File: src/rtl/mem_req_arbiter_pkg.sv
// Shared memory-message definitions: opcode constants and field-width helpers
// used by the request/response message structs.
package mem_req_arbiter_pkg;

    localparam int MEM_OP_BITS = 3;
    localparam logic [MEM_OP_BITS-1:0] MEM_OP_READ  = 3'd0;
    localparam logic [MEM_OP_BITS-1:0] MEM_OP_WRITE = 3'd1;

    // len encodes the access size in bytes minus one, so it needs log2 of the data bytes.
    function automatic int mem_len_bits(input int data_bits);
        return (data_bits > 8) ? $clog2(data_bits / 8) : 1;
    endfunction

endpackage

File: src/rtl/mem_req_arbiter_if.sv
// Bundle of requester-side and memory-side val/rdy channels shared by the arbiter.
// The slave modport is the arbiter's view; master is the surrounding environment.
interface mem_req_arbiter_if #(
    parameter int p_num_req   = 2,
    parameter int p_opaq_bits = 8,
    parameter int p_addr_bits = 32,
    parameter int p_data_bits = 32
);
    import mem_req_arbiter_pkg::*;

    localparam int LenBits = mem_len_bits(p_data_bits);

    typedef struct packed {
        logic [MEM_OP_BITS-1:0] op;
        logic [p_opaq_bits-1:0] opaque;
        logic [p_addr_bits-1:0] addr;
        logic [LenBits-1:0]     len;
        logic [p_data_bits-1:0] data;
    } req_msg_t;

    typedef struct packed {
        logic [MEM_OP_BITS-1:0] op;
        logic [p_opaq_bits-1:0] opaque;
        logic [LenBits-1:0]     len;
        logic [p_data_bits-1:0] data;
    } resp_msg_t;

    logic [p_num_req-1:0]     req_val;
    logic [p_num_req-1:0]     req_rdy;
    req_msg_t [p_num_req-1:0] req_msg;

    logic     mem_req_val;
    logic     mem_req_rdy;
    req_msg_t mem_req_msg;

    logic      mem_resp_val;
    logic      mem_resp_rdy;
    resp_msg_t mem_resp_msg;

    logic [p_num_req-1:0] resp_val;
    logic [p_num_req-1:0] resp_rdy;
    resp_msg_t            resp_msg;

    modport slave (
        input  req_val, req_msg, mem_req_rdy, mem_resp_val, mem_resp_msg, resp_rdy,
        output req_rdy, mem_req_val, mem_req_msg, mem_resp_rdy, resp_val, resp_msg
    );

    modport master (
        output req_val, req_msg, mem_req_rdy, mem_resp_val, mem_resp_msg, resp_rdy,
        input  req_rdy, mem_req_val, mem_req_msg, mem_resp_rdy, resp_val, resp_msg
    );

endinterface

File: src/rtl/mem_arb_id_fifo.sv
// Power-of-two deep synchronous FIFO with full/empty/head outputs and no bypass:
// a push into a full FIFO is dropped even when a pop happens in the same cycle.
module mem_arb_id_fifo
    import mem_req_arbiter_pkg::*;
#(
    parameter int p_width = 1,
    parameter int p_depth = 4
) (
    input  logic               clk,
    input  logic               rst_n,
    input  logic               enq_en,
    input  logic [p_width-1:0] enq_data,
    input  logic               deq_en,
    output logic               full,
    output logic               empty,
    output logic [p_width-1:0] head
);

    localparam int AddrBits = $clog2(p_depth);

    logic [p_width-1:0]  slots [p_depth];
    logic [AddrBits-1:0] wr_ptr;
    logic [AddrBits-1:0] rd_ptr;
    logic [AddrBits:0]   count;
    logic                do_enq;
    logic                do_deq;

    assign full   = (count == (AddrBits+1)'(p_depth));
    assign empty  = (count == '0);
    assign head   = slots[rd_ptr];
    assign do_enq = enq_en && !full;
    assign do_deq = deq_en && !empty;

    // Pointers wrap naturally because the depth is a power of two.
    always_ff @(posedge clk or negedge rst_n) begin
        if (!rst_n) begin
            wr_ptr <= '0;
            rd_ptr <= '0;
            count  <= '0;
        end else begin
            if (do_enq) begin
                wr_ptr <= wr_ptr + 1'b1;
            end
            if (do_deq) begin
                rd_ptr <= rd_ptr + 1'b1;
            end
            case ({do_enq, do_deq})
                2'b10:   count <= count + 1'b1;
                2'b01:   count <= count - 1'b1;
                default: count <= count;
            endcase
        end
    end

    always_ff @(posedge clk) begin
        if (do_enq) begin
            slots[wr_ptr] <= enq_data;
        end
    end

endmodule

File: src/rtl/mem_req_arbiter.sv
// Round-robin arbiter sharing one memory port between requesters; granted IDs are
// queued in order so in-order responses can be steered back with zero added latency.
module mem_req_arbiter
    import mem_req_arbiter_pkg::*;
#(
    parameter int p_num_req         = 2,
    parameter int p_max_outstanding = 4
) (
    input  logic clk,
    input  logic rst_n,
    mem_req_arbiter_if.slave bus
);

    localparam int IdBits = $clog2(p_num_req);

    logic [IdBits-1:0] prio_ptr;
    logic [IdBits-1:0] locked_id;
    logic              lock;
    logic [IdBits-1:0] rr_pick;
    logic              rr_found;
    logic [IdBits-1:0] cand_id;
    logic [IdBits-1:0] grant;
    logic [IdBits-1:0] next_ptr;
    logic [IdBits-1:0] head_id;
    logic              id_full;
    logic              id_empty;
    logic              req_fire;
    logic              resp_fire;

    // First valid requester at or after prio_ptr, wrapping; independent of mem_req_rdy.
    always_comb begin
        rr_pick  = prio_ptr;
        rr_found = 1'b0;
        cand_id  = '0;
        for (int k = 0; k < p_num_req; k++) begin
            cand_id = IdBits'((int'(prio_ptr) + k) % p_num_req);
            if (!rr_found && bus.req_val[cand_id]) begin
                rr_pick  = cand_id;
                rr_found = 1'b1;
            end
        end
    end

    assign grant     = lock ? locked_id : rr_pick;
    assign next_ptr  = (grant == IdBits'(p_num_req - 1)) ? '0 : grant + 1'b1;

    assign bus.mem_req_val = (|bus.req_val) && !id_full;
    assign bus.mem_req_msg = bus.req_msg[grant];
    assign req_fire        = bus.mem_req_val && bus.mem_req_rdy;

    always_comb begin
        bus.req_rdy = '0;
        for (int i = 0; i < p_num_req; i++) begin
            if ((grant == IdBits'(i)) && bus.mem_req_rdy && !id_full) begin
                bus.req_rdy[i] = 1'b1;
            end
        end
    end

    // A stalled request pins the grant so mem_req_msg stays stable until it fires.
    always_ff @(posedge clk or negedge rst_n) begin
        if (!rst_n) begin
            prio_ptr  <= '0;
            lock      <= 1'b0;
            locked_id <= '0;
        end else if (req_fire) begin
            prio_ptr <= next_ptr;
            lock     <= 1'b0;
        end else if (bus.mem_req_val) begin
            lock      <= 1'b1;
            locked_id <= grant;
        end
    end

    mem_arb_id_fifo #(
        .p_width (IdBits),
        .p_depth (p_max_outstanding)
    ) id_fifo (
        .clk      (clk),
        .rst_n    (rst_n),
        .enq_en   (req_fire),
        .enq_data (grant),
        .deq_en   (resp_fire),
        .full     (id_full),
        .empty    (id_empty),
        .head     (head_id)
    );

    assign bus.resp_msg     = bus.mem_resp_msg;
    assign bus.mem_resp_rdy = !id_empty && bus.resp_rdy[head_id];
    assign resp_fire        = bus.mem_resp_val && bus.mem_resp_rdy;

    always_comb begin
        bus.resp_val = '0;
        for (int i = 0; i < p_num_req; i++) begin
            if (bus.mem_resp_val && !id_empty && (head_id == IdBits'(i))) begin
                bus.resp_val[i] = 1'b1;
            end
        end
    end

endmodule
File: src/flat_wrapper.sv
// flat-port wrapper written by rule: the top's interface ports become plain ports
module mem_req_arbiter_flat import mem_req_arbiter_pkg::*;
#(
    parameter int p_num_req         = 2,
    parameter int p_max_outstanding = 4
)
  (clk, rst_n, bus_req_val, bus_req_msg, bus_mem_req_rdy, bus_mem_resp_val, bus_mem_resp_msg, bus_resp_rdy, bus_req_rdy, bus_mem_req_val, bus_mem_req_msg, bus_mem_resp_rdy, bus_resp_val, bus_resp_msg);
  mem_req_arbiter_if #(.p_num_req(p_num_req)) bus_i ();
  input  logic clk;
  input  logic rst_n;
  input wire logic [$bits(bus_i.req_val)-1:0] bus_req_val;
  input wire logic [$bits(bus_i.req_msg)-1:0] bus_req_msg;
  input wire logic [$bits(bus_i.mem_req_rdy)-1:0] bus_mem_req_rdy;
  input wire logic [$bits(bus_i.mem_resp_val)-1:0] bus_mem_resp_val;
  input wire logic [$bits(bus_i.mem_resp_msg)-1:0] bus_mem_resp_msg;
  input wire logic [$bits(bus_i.resp_rdy)-1:0] bus_resp_rdy;
  output wire logic [$bits(bus_i.req_rdy)-1:0] bus_req_rdy;
  output wire logic [$bits(bus_i.mem_req_val)-1:0] bus_mem_req_val;
  output wire logic [$bits(bus_i.mem_req_msg)-1:0] bus_mem_req_msg;
  output wire logic [$bits(bus_i.mem_resp_rdy)-1:0] bus_mem_resp_rdy;
  output wire logic [$bits(bus_i.resp_val)-1:0] bus_resp_val;
  output wire logic [$bits(bus_i.resp_msg)-1:0] bus_resp_msg;
  assign bus_i.req_val = bus_req_val;
  assign bus_i.req_msg = bus_req_msg;
  assign bus_i.mem_req_rdy = bus_mem_req_rdy;
  assign bus_i.mem_resp_val = bus_mem_resp_val;
  assign bus_i.mem_resp_msg = bus_mem_resp_msg;
  assign bus_i.resp_rdy = bus_resp_rdy;
  assign bus_req_rdy = bus_i.req_rdy;
  assign bus_mem_req_val = bus_i.mem_req_val;
  assign bus_mem_req_msg = bus_i.mem_req_msg;
  assign bus_mem_resp_rdy = bus_i.mem_resp_rdy;
  assign bus_resp_val = bus_i.resp_val;
  assign bus_resp_msg = bus_i.resp_msg;
  mem_req_arbiter #(.p_num_req(p_num_req), .p_max_outstanding(p_max_outstanding)) u_core (.clk(clk), .rst_n(rst_n), .bus(bus_i));
endmodule
File: config.mk
export PLATFORM = sky130hd
export DESIGN_NAME = mem_req_arbiter_flat
export DESIGN_NICKNAME = d
export VERILOG_FILES = /design/src/rtl/mem_req_arbiter_pkg.sv /design/src/rtl/mem_req_arbiter_if.sv /design/src/rtl/mem_arb_id_fifo.sv /design/src/rtl/mem_req_arbiter.sv /design/src/flat_wrapper.sv
export SDC_FILE = /design/constraint.sdc
export NUM_CORES = 1
export LEC_CHECK = 0
export CAP_MARGIN = 20
export CORE_AREA = 2 2 129 131
export CTS_BUF_LIST = sky130_fd_sc_hd__clkbuf_2
export CTS_CLUSTER_SIZE = 30
export DETAILED_ROUTE_END_ITERATION = 8
export DIE_AREA = 0 0 131 133
export GPL_ROUTABILITY_DRIVEN = 0
export PLACE_DENSITY = 0.58
export SLEW_MARGIN = 25
export SYNTH_ARGS = -nofsm -noshare
export SYNTH_HDL_FRONTEND = slang
export SYNTH_SLANG_ARGS = --single-unit
export TNS_END_PERCENT = 50
File: constraint.sdc
create_clock -name clk -period 6.5 [get_ports clk]
set_input_delay 0.975 -clock clk [delete_from_list [all_inputs] [get_ports clk]]
set_output_delay 0.975 -clock clk [all_outputs]
set_load 0.05 [all_outputs]
==> results summary, run 1 <==
The run finished with clean final reports. The routed length per placed instance came out at 18.2 um. The total core area came out at 0.0162 mm2. The count of different cell masters after synthesis is 23. The standard cell with the maximum stage delay on the critical path is clkdlybuf4s50_1. The category of the most critical setup path is input port to primary output. The vertical die dimension came out at 133 um. The number of routed nets with antenna violations is 0.

The worst hold path terminates at u_core.id_fifo.rd_ptr[0]. The antenna diode instance count is 0. The total number of vias came out at 2196. The critical path required time is 5.52 ns. Setup total negative slack on the finished layout was measured at 0 ns. The post-cts repair resize count is 0.

In this run the critical register-to-register path is captured at u_core.id_fifo.count[2]. The number of buffer and inverter instances along the worst setup path came out at 4. The HPWL after detailed placement came out at 10.1 mm. The number of design-rule violations left by the first detailed-router iteration came out at 55. The final hold violation count came out at 0. The non-filler instance count after layout is 617. The mean area per synthesized cell came out at 10.3 um2. Grouping stages by cell kind, the critical path spends the most delay in buffers and inverters. The die area came out at 0.0174 mm2. The cell count of the worst reg-to-reg path is 10. The worst setup path is launched from an input port. The transition at the pin with the smallest max-transition slack came out at 0.698 ns. The worst voltage drop across the vdd grid is 0.247 mV. The first-pass GRT wire length is 14.8 mm. TritonCTS built the clock tree. The synthesized netlist net count came out at 413. The total clock buffers created by CTS is 3. The total setup buffers inserted after CTS is 0.

The clock passes through at most 2 buffers. The layout filler cell count came out at 1697. Leaving out fill and tap cells, the most frequent cell in the layout is clkdlybuf4s50_1. The number of max-slew violations in the final report is 0. The clock reaches the later pin of the worst-skew pair after 0.29 ns. The via count of the first global-routing pass came out at 2333.

The number of input and output port buffers inserted came out at 244. The sequential fraction of the synthesis area came out at 17.9%. The power density relative to cell area came out at 422 mW/mm2. The most prevalent standard cell on the critical path is clkdlybuf4s50_1.

The synthesis-to-layout area growth is 113%. The post-layout net count came out at 611. The area taken by flip-flops and latches came out at 370 um2. The path class of the tightest hold or removal check is register to register. The initial standard-cell utilization of the core came out at 12.8%.

Counting flops and latches in the post-synthesis netlist gives 14. The number of warnings reported in the yosys synthesis log came out at 0. The setup slack of the worst register-to-register path is 4.24 ns. The worst hold path startpoint is u_core.id_fifo.rd_ptr[0].

The utilization after layout is 27.2%. In this run the worst path has a maximum fanout of 43. The worst path arrival time is 3.70 ns. The maximum clock frequency is 0.214 GHz. The row count came out at 47. The worst setup path is captured at a primary output.

The floorplan step set the die width to 131 um. Counting instances, the worst hold path has a depth of 1. The post-synth design cell area came out at 0.00206 mm2. Of the cells placed in the final design, the portion with a size suffix greater than 1 is 19.6%.

The top-level port count is 335. For this run, the slowest stage of the critical path takes 0.73 ns. The clock-pin transition on the worst setup and hold timing paths came out at 0.15 ns. The leakage power is 1.64 nW. CTS built an H-tree with a depth of 1. The startpoint identified for the worst register-to-register timing path is u_core.id_fifo.rd_ptr[1]. The critical path goes through clkdlybuf4s50_1, inv_1, maj3_1, mux2i_4, buf_4, mux2_2, clkdlybuf4s50_1. In this run the tightest slew margin relative to its limit is 53.1%. The worst clock skew on the final layout is 0.0113 ns. The total clock sinks is 14.

CTS placed an instance of clkbuf_2 at the clock tree root. Summing all multi-input logic gate instances after layout gives 0.00124 mm2. For this run the aggregate overflow at the end of global routing stands at 0.

The gate count of the mapped netlist is 200. The largest net degree at the start of global routing came out at 44. The number of buffers inserted by hold repair at cts came out at 0. The vias per cell came out at 3.56. The detailed-routing iteration count for the pre-antenna-repair pass is 4. In the finished design, the share of the clock period the worst path needs comes to 72.0%.

The routed wire length came out at 11.2 mm. The overall power consumption is 1.86 mW. For the finished layout, the period the worst path requires is 4.68 ns. Setup repair after global routing left no endpoint under its margin.

The initial antenna violation count is 0. Setup violations remaining at the end of the flow were counted as 0. The number of design rule violations left after detail routing came out at 0. In the layout the commonest cells are clkdlybuf4s50_1, mux2_2, inv_1, nor2_1, dfrtp_1. Including well taps, the total number of placed cells is 613. The max-cap violation count is 0. The overall fraction of global-route tracks in use came out at 11.8%.
[layout make-up]
cell class | count | area share, %
clock buffers | 3 | 0.341
repair buffers | 246 | 55.8
multi-input cells | 123 | 28.2
flip-flops and latches | 14 | 8.41
well taps | 220 | 6.25
clock inverters | 1 | 0.0853
inverters | 10 | 0.853
[per-stage QoR]
stage	hold slack [ns]	setup WS, ns	area (um2)
after detailed placement	0.507	1.81	4380
after global routing	0.577	1.72	4400
final	0.531	1.82	4400
after CTS	0.539	1.81	4400
after global placement	0.501	1.81	4380
after floorplan	0.483	2.90	2060
[metal layers]
metal	track usage, %	wire [um]
met5	0	0
met4	2.72	208
met3	7.93	1960
met1	12.6	3900
met2	19.1	5170
[worst max path at each step]
| stage | from | to | cells past startpoint |
|---|---|---|---|
| after global placement | bus_req_val[0] | bus_mem_req_msg[21] | 7 |
| after floorplan | bus_req_val[0] | bus_req_rdy[0] | 6 |
| after global routing | bus_req_val[0] | bus_mem_req_msg[10] | 7 |
| after detailed placement | bus_req_val[0] | bus_mem_req_msg[21] | 7 |
| final | bus_req_val[0] | bus_mem_req_msg[10] | 7 |
| after CTS | bus_req_val[0] | bus_mem_req_msg[21] | 7 |
[cell usage after synthesis (all sizes together)]
cell,count,area share (%)
mux2,79,43
o31ai,2,0.73
nor2,10,1.8
xnor2,3,1.3
maj3,1,0.48
ha,5,3.0
xor2,2,0.85
inv,10,1.8
a31oi,1,0.30
a21o,1,0.36
fa,1,0.97
buf,53,20
a21oi,3,0.73
o21ai,1,0.24
mux2i,8,4.5
nor2b,1,0.30
edfxtp,4,5.8
and2,4,1.2
nor3b,1,0.36
dfrtp,10,12
[state kept, by name, indices dropped and copies added, names as in the netlist]
register,cells
u_core.id_fifo.slots,4
u_core.id_fifo.count,3
u_core.lock,1
u_core.id_fifo.wr_ptr,2
u_core.locked_id,1
u_core.prio_ptr,1
u_core.id_fifo.rd_ptr,2
[power breakdown]
group          switching [mW]  internal [mW]  leakage [nW]
logic                   0.995          0.652          1.48
registers              0.0337          0.132         0.152
clock network          0.0304         0.0134        0.0140
total                    1.06          0.797          1.64
[cell families (layout without fill, tap and decap cells)]
kind of cell	count (synthesis)	count (layout)	share of synthesized area, %
DFF	14	14	17.9
buffers and inverters	63	260	21.8
AOI/OAI and AO/OA	8	8	2.36
and+or+nand+nor	16	16	3.70
xor gates and xnor gates	5	5	2.12
muxes	87	87	47.6
adders and majority gates	7	7	4.48
Note: power is estimated with default switching activity, not from simulation.
==> run 2, diff against run 1 <==
Settings changed: PLACE_DENSITY 0.58 to 0.6.
Clock period 6.5 ns to 3.96 ns, I/O delays scaled along.
==> run 2 against run 1 <==
Compared with the run above: critical path depth is the same; first-iteration DRC count fell by 45%; setup slack worse by 1.1 ns; count of clock-buffer cells in the layout unchanged; global-route usage decreased by 3.2 points; utilization fell by 1.1 points; via count about the same; sequential power is 63% higher; critical path type unchanged; largest power group unchanged; highest routed layer unchanged.
==> results summary, run 2 (synthesized netlist as in run 1, its figures left out) <==
The run finished with clean final reports. The critical-path maximum fanout was 65 (+51%). The share of power burned in registers came out at 9.2% (+0.3 points). The cell sitting at the root of the clock tree is a clkbuf_2.

The worst setup path is captured at a primary output. STA classifies the critical path startpoint as an input port. The die span in x is 131 um (unchanged).

The post-cts repair resize count was 0 (unchanged). The vertical die dimension is 133 um (unchanged). The vias per cell came out at 3.56 (about the same). The post-layout net count is 611 (unchanged). The largest registers in the layout are u_core.id_fifo.slots: 4 flops, u_core.id_fifo.count: 3 flops.

The routed length per placed instance was 14.1 um (-23%). The total setup buffers inserted after CTS came out at 0 (unchanged). The number of levels in the clock H-tree is 1 (unchanged).

The number of design rule violations left after detail routing is 0 (unchanged). The leakage power is 1.72 nW (+4.8%). The standard cell area after detailed placement came to 0.00421 mm2 (-3.9%).

The worst clock skew on the final layout is 0.00890 ns (-0.00243 ns). The sum of overflow across all layers after global routing came out at 0 (unchanged). The number of routed nets with antenna violations is 0 (unchanged). The worst path in the final design needs a cycle of 3.25 ns, including I/O delays and setup. The number of buffer and inverter instances along the worst setup path was 4 (unchanged). TritonCTS built the clock tree. The number of design-rule violations left by the first detailed-router iteration is 30 (-45%).

The overall fraction of global-route tracks in use came to 8.59% (-3.2 points). The HPWL after detailed placement is 7.66 mm (-24%). The relative slew slack is 54.2% (+1.1 points). The transition at the pin with the smallest max-transition slack was 0.681 ns (-0.0166 ns). The net switching power of the design came out at 1.71 mW (+61%). The flip-flop count of the largest register after layout came out at 4 (unchanged). The initial standard-cell utilization of the core is 12.8% (unchanged). The first-pass GRT wire length is 11.7 mm (-21%).

The number of max-slew violations in the final report is 0 (unchanged). The die area is 0.0174 mm2 (unchanged). The buffer levels on the longest clock path is 2 (unchanged). The leading cell type in the layout, fill and taps excluded is clkdlybuf4s50_1. The final sum of negative setup slack is 0 ns (unchanged). The total clock sinks came out at 14 (unchanged). The layout filler cell count is 1702 (+0.29%). Relative to the synthesized area, the layout overhead comes to 105%. The clock latency on the worst-skew pair came to 0.28 ns (about the same).

The antenna diode instance count was 0 (unchanged). The final hold violation count came out at 0 (unchanged). The standard cell with the maximum stage delay on the critical path is clkdlybuf4s50_1. The number of input and output port buffers inserted is 244 (unchanged). Leaving out fill and tap cells, the most frequent cells in the layout are clkdlybuf4s50_1, buf_4, mux2_2.

The category of the most critical setup path is input port to primary output. The worst slack at placement is 0.702 ns (-1.11 ns). The critical path required time came out at 3.37 ns (-2.15 ns).

The final instance area is 0.00423 mm2 (-3.9%). Setup repair after global routing left no endpoint under its margin. The largest net degree at the start of global routing came out at 66 (+50%). The max-cap violation count came to 0 (unchanged). The initial antenna violation count was 0 (unchanged). The clock group share of total power came out at 2.4% (about the same). The number of buffers inserted by hold repair at cts is 0 (unchanged). The clock-pin transition on the worst setup and hold timing paths came to 0.15 ns (about the same).

Derived from the worst setup path, the maximum achievable clock frequency is 0.308 GHz. The top-level port count is 335 (unchanged). The logic gate share of total power is 88.4% (-0.3 points). The critical path goes through clkdlybuf4s50_1, inv_1, maj3_1, mux2i_4, buf_12, mux2_2, buf_4. The total core area is 0.0162 mm2 (unchanged).

The total number of vias was 2195 (-0.046%). The worst path uses 82.0% of the clock period. The row count came out at 47 (unchanged). More flip-flops sit in one register than any other, and that register is u_core.id_fifo.slots. The detailed-routing iteration count for the pre-antenna-repair pass is 4 (unchanged). The post-layout worst setup margin came out at 0.714 ns (-1.11 ns).

The routed wire length is 8.68 mm (-23%). The switching share of total power is 58.1% (+1.1 points). The worst path arrival time is 2.65 ns (-1.05 ns). The tightest hold margin is 0.537 ns (+0.00611 ns). The delay contributed by the slowest stage of the critical path is 0.48 ns (-0.25 ns). The worst voltage drop across the vdd grid is 0.414 mV (+68%). The internal power consumption came out at 1.23 mW (+54%). The number of setup violations in the final report was 0 (unchanged). Among cell families on the critical path, the largest total delay comes from buffers and inverters. The power density relative to cell area is 695 mW/mm2 (+65%). The total clock buffers created by CTS is 3 (unchanged). The class of the worst hold path is register to register. The fraction of layout cells with a size suffix above 1 was 39.5% (+20 points). The via count of the first global-routing pass is 2188 (-6.2%).
-- run 2: cell types whose count changed in the layout (fill, tap and decap cells not counted) --
| cell | before | now |
|---|---|---|
| clkdlybuf4s50_1 | 244 | 165 |
| buf_12 | 0 | 2 |
| buf_4 | 2 | 79 |
-- run 2: layout make-up --
class / instances / area [um2] / share of cell area (%)
multi-input combinational: 123 / 1240 / 29.4
tap: 220 / 275 / 6.51
timing repair buffer: 246 / 2280 / 54.0
clock inverter: 1 / 3.75 / 0.0887
clock buffer: 3 / 15.0 / 0.355
inverter: 10 / 37.5 / 0.887
sequential: 14 / 370 / 8.75
-- run 2: worst paths after layout --
path	start	endpoint	slack, ns	cells past startpoint
max in group asynchronous	rst_n	u_core.lock	2.99	1
min reg2reg	u_core.id_fifo.count[0]	u_core.id_fifo.count[0]	0.54	1
max	bus_req_val[0]	bus_mem_req_msg[4]	0.71	7
min in group asynchronous	rst_n	u_core.id_fifo.rd_ptr[1]	0.62	1
max reg2reg	u_core.id_fifo.rd_ptr[1]	u_core.id_fifo.count[2]	1.67	10
min	u_core.id_fifo.count[0]	u_core.id_fifo.count[0]	0.54	1
-- run 2: through the flow --
step           std cells  total power [mW]  utilization (%)
3_5_place_dp         613              2.89             26.0
3_3_place_gp         613              2.86             26.0
2_1_floorplan        200              2.27                -
6_report             617              2.94             26.2
5_1_grt              617              3.08             26.2
4_1_cts              617              2.97             26.2
-- run 2: per-layer routing --
layer	vias up	GRT usage [%]	wire length [um]
met4	0	1.30	68
li1	1040	-	-
met5	-	0	0
met2	151	15.3	4230
met1	982	9.30	3060
met3	22	4.16	1320
-- run 2: power by group through the flow --
stage | Combinational [mW] | Sequential, mW | Clock [mW]
floorplan | 2.01 | 0.261 | 0
global placement | 2.59 | 0.271 | 0
detailed placement | 2.61 | 0.273 | 0
CTS | 2.62 | 0.270 | 0.0729
global route | 2.73 | 0.277 | 0.0752
finish | 2.60 | 0.271 | 0.0695
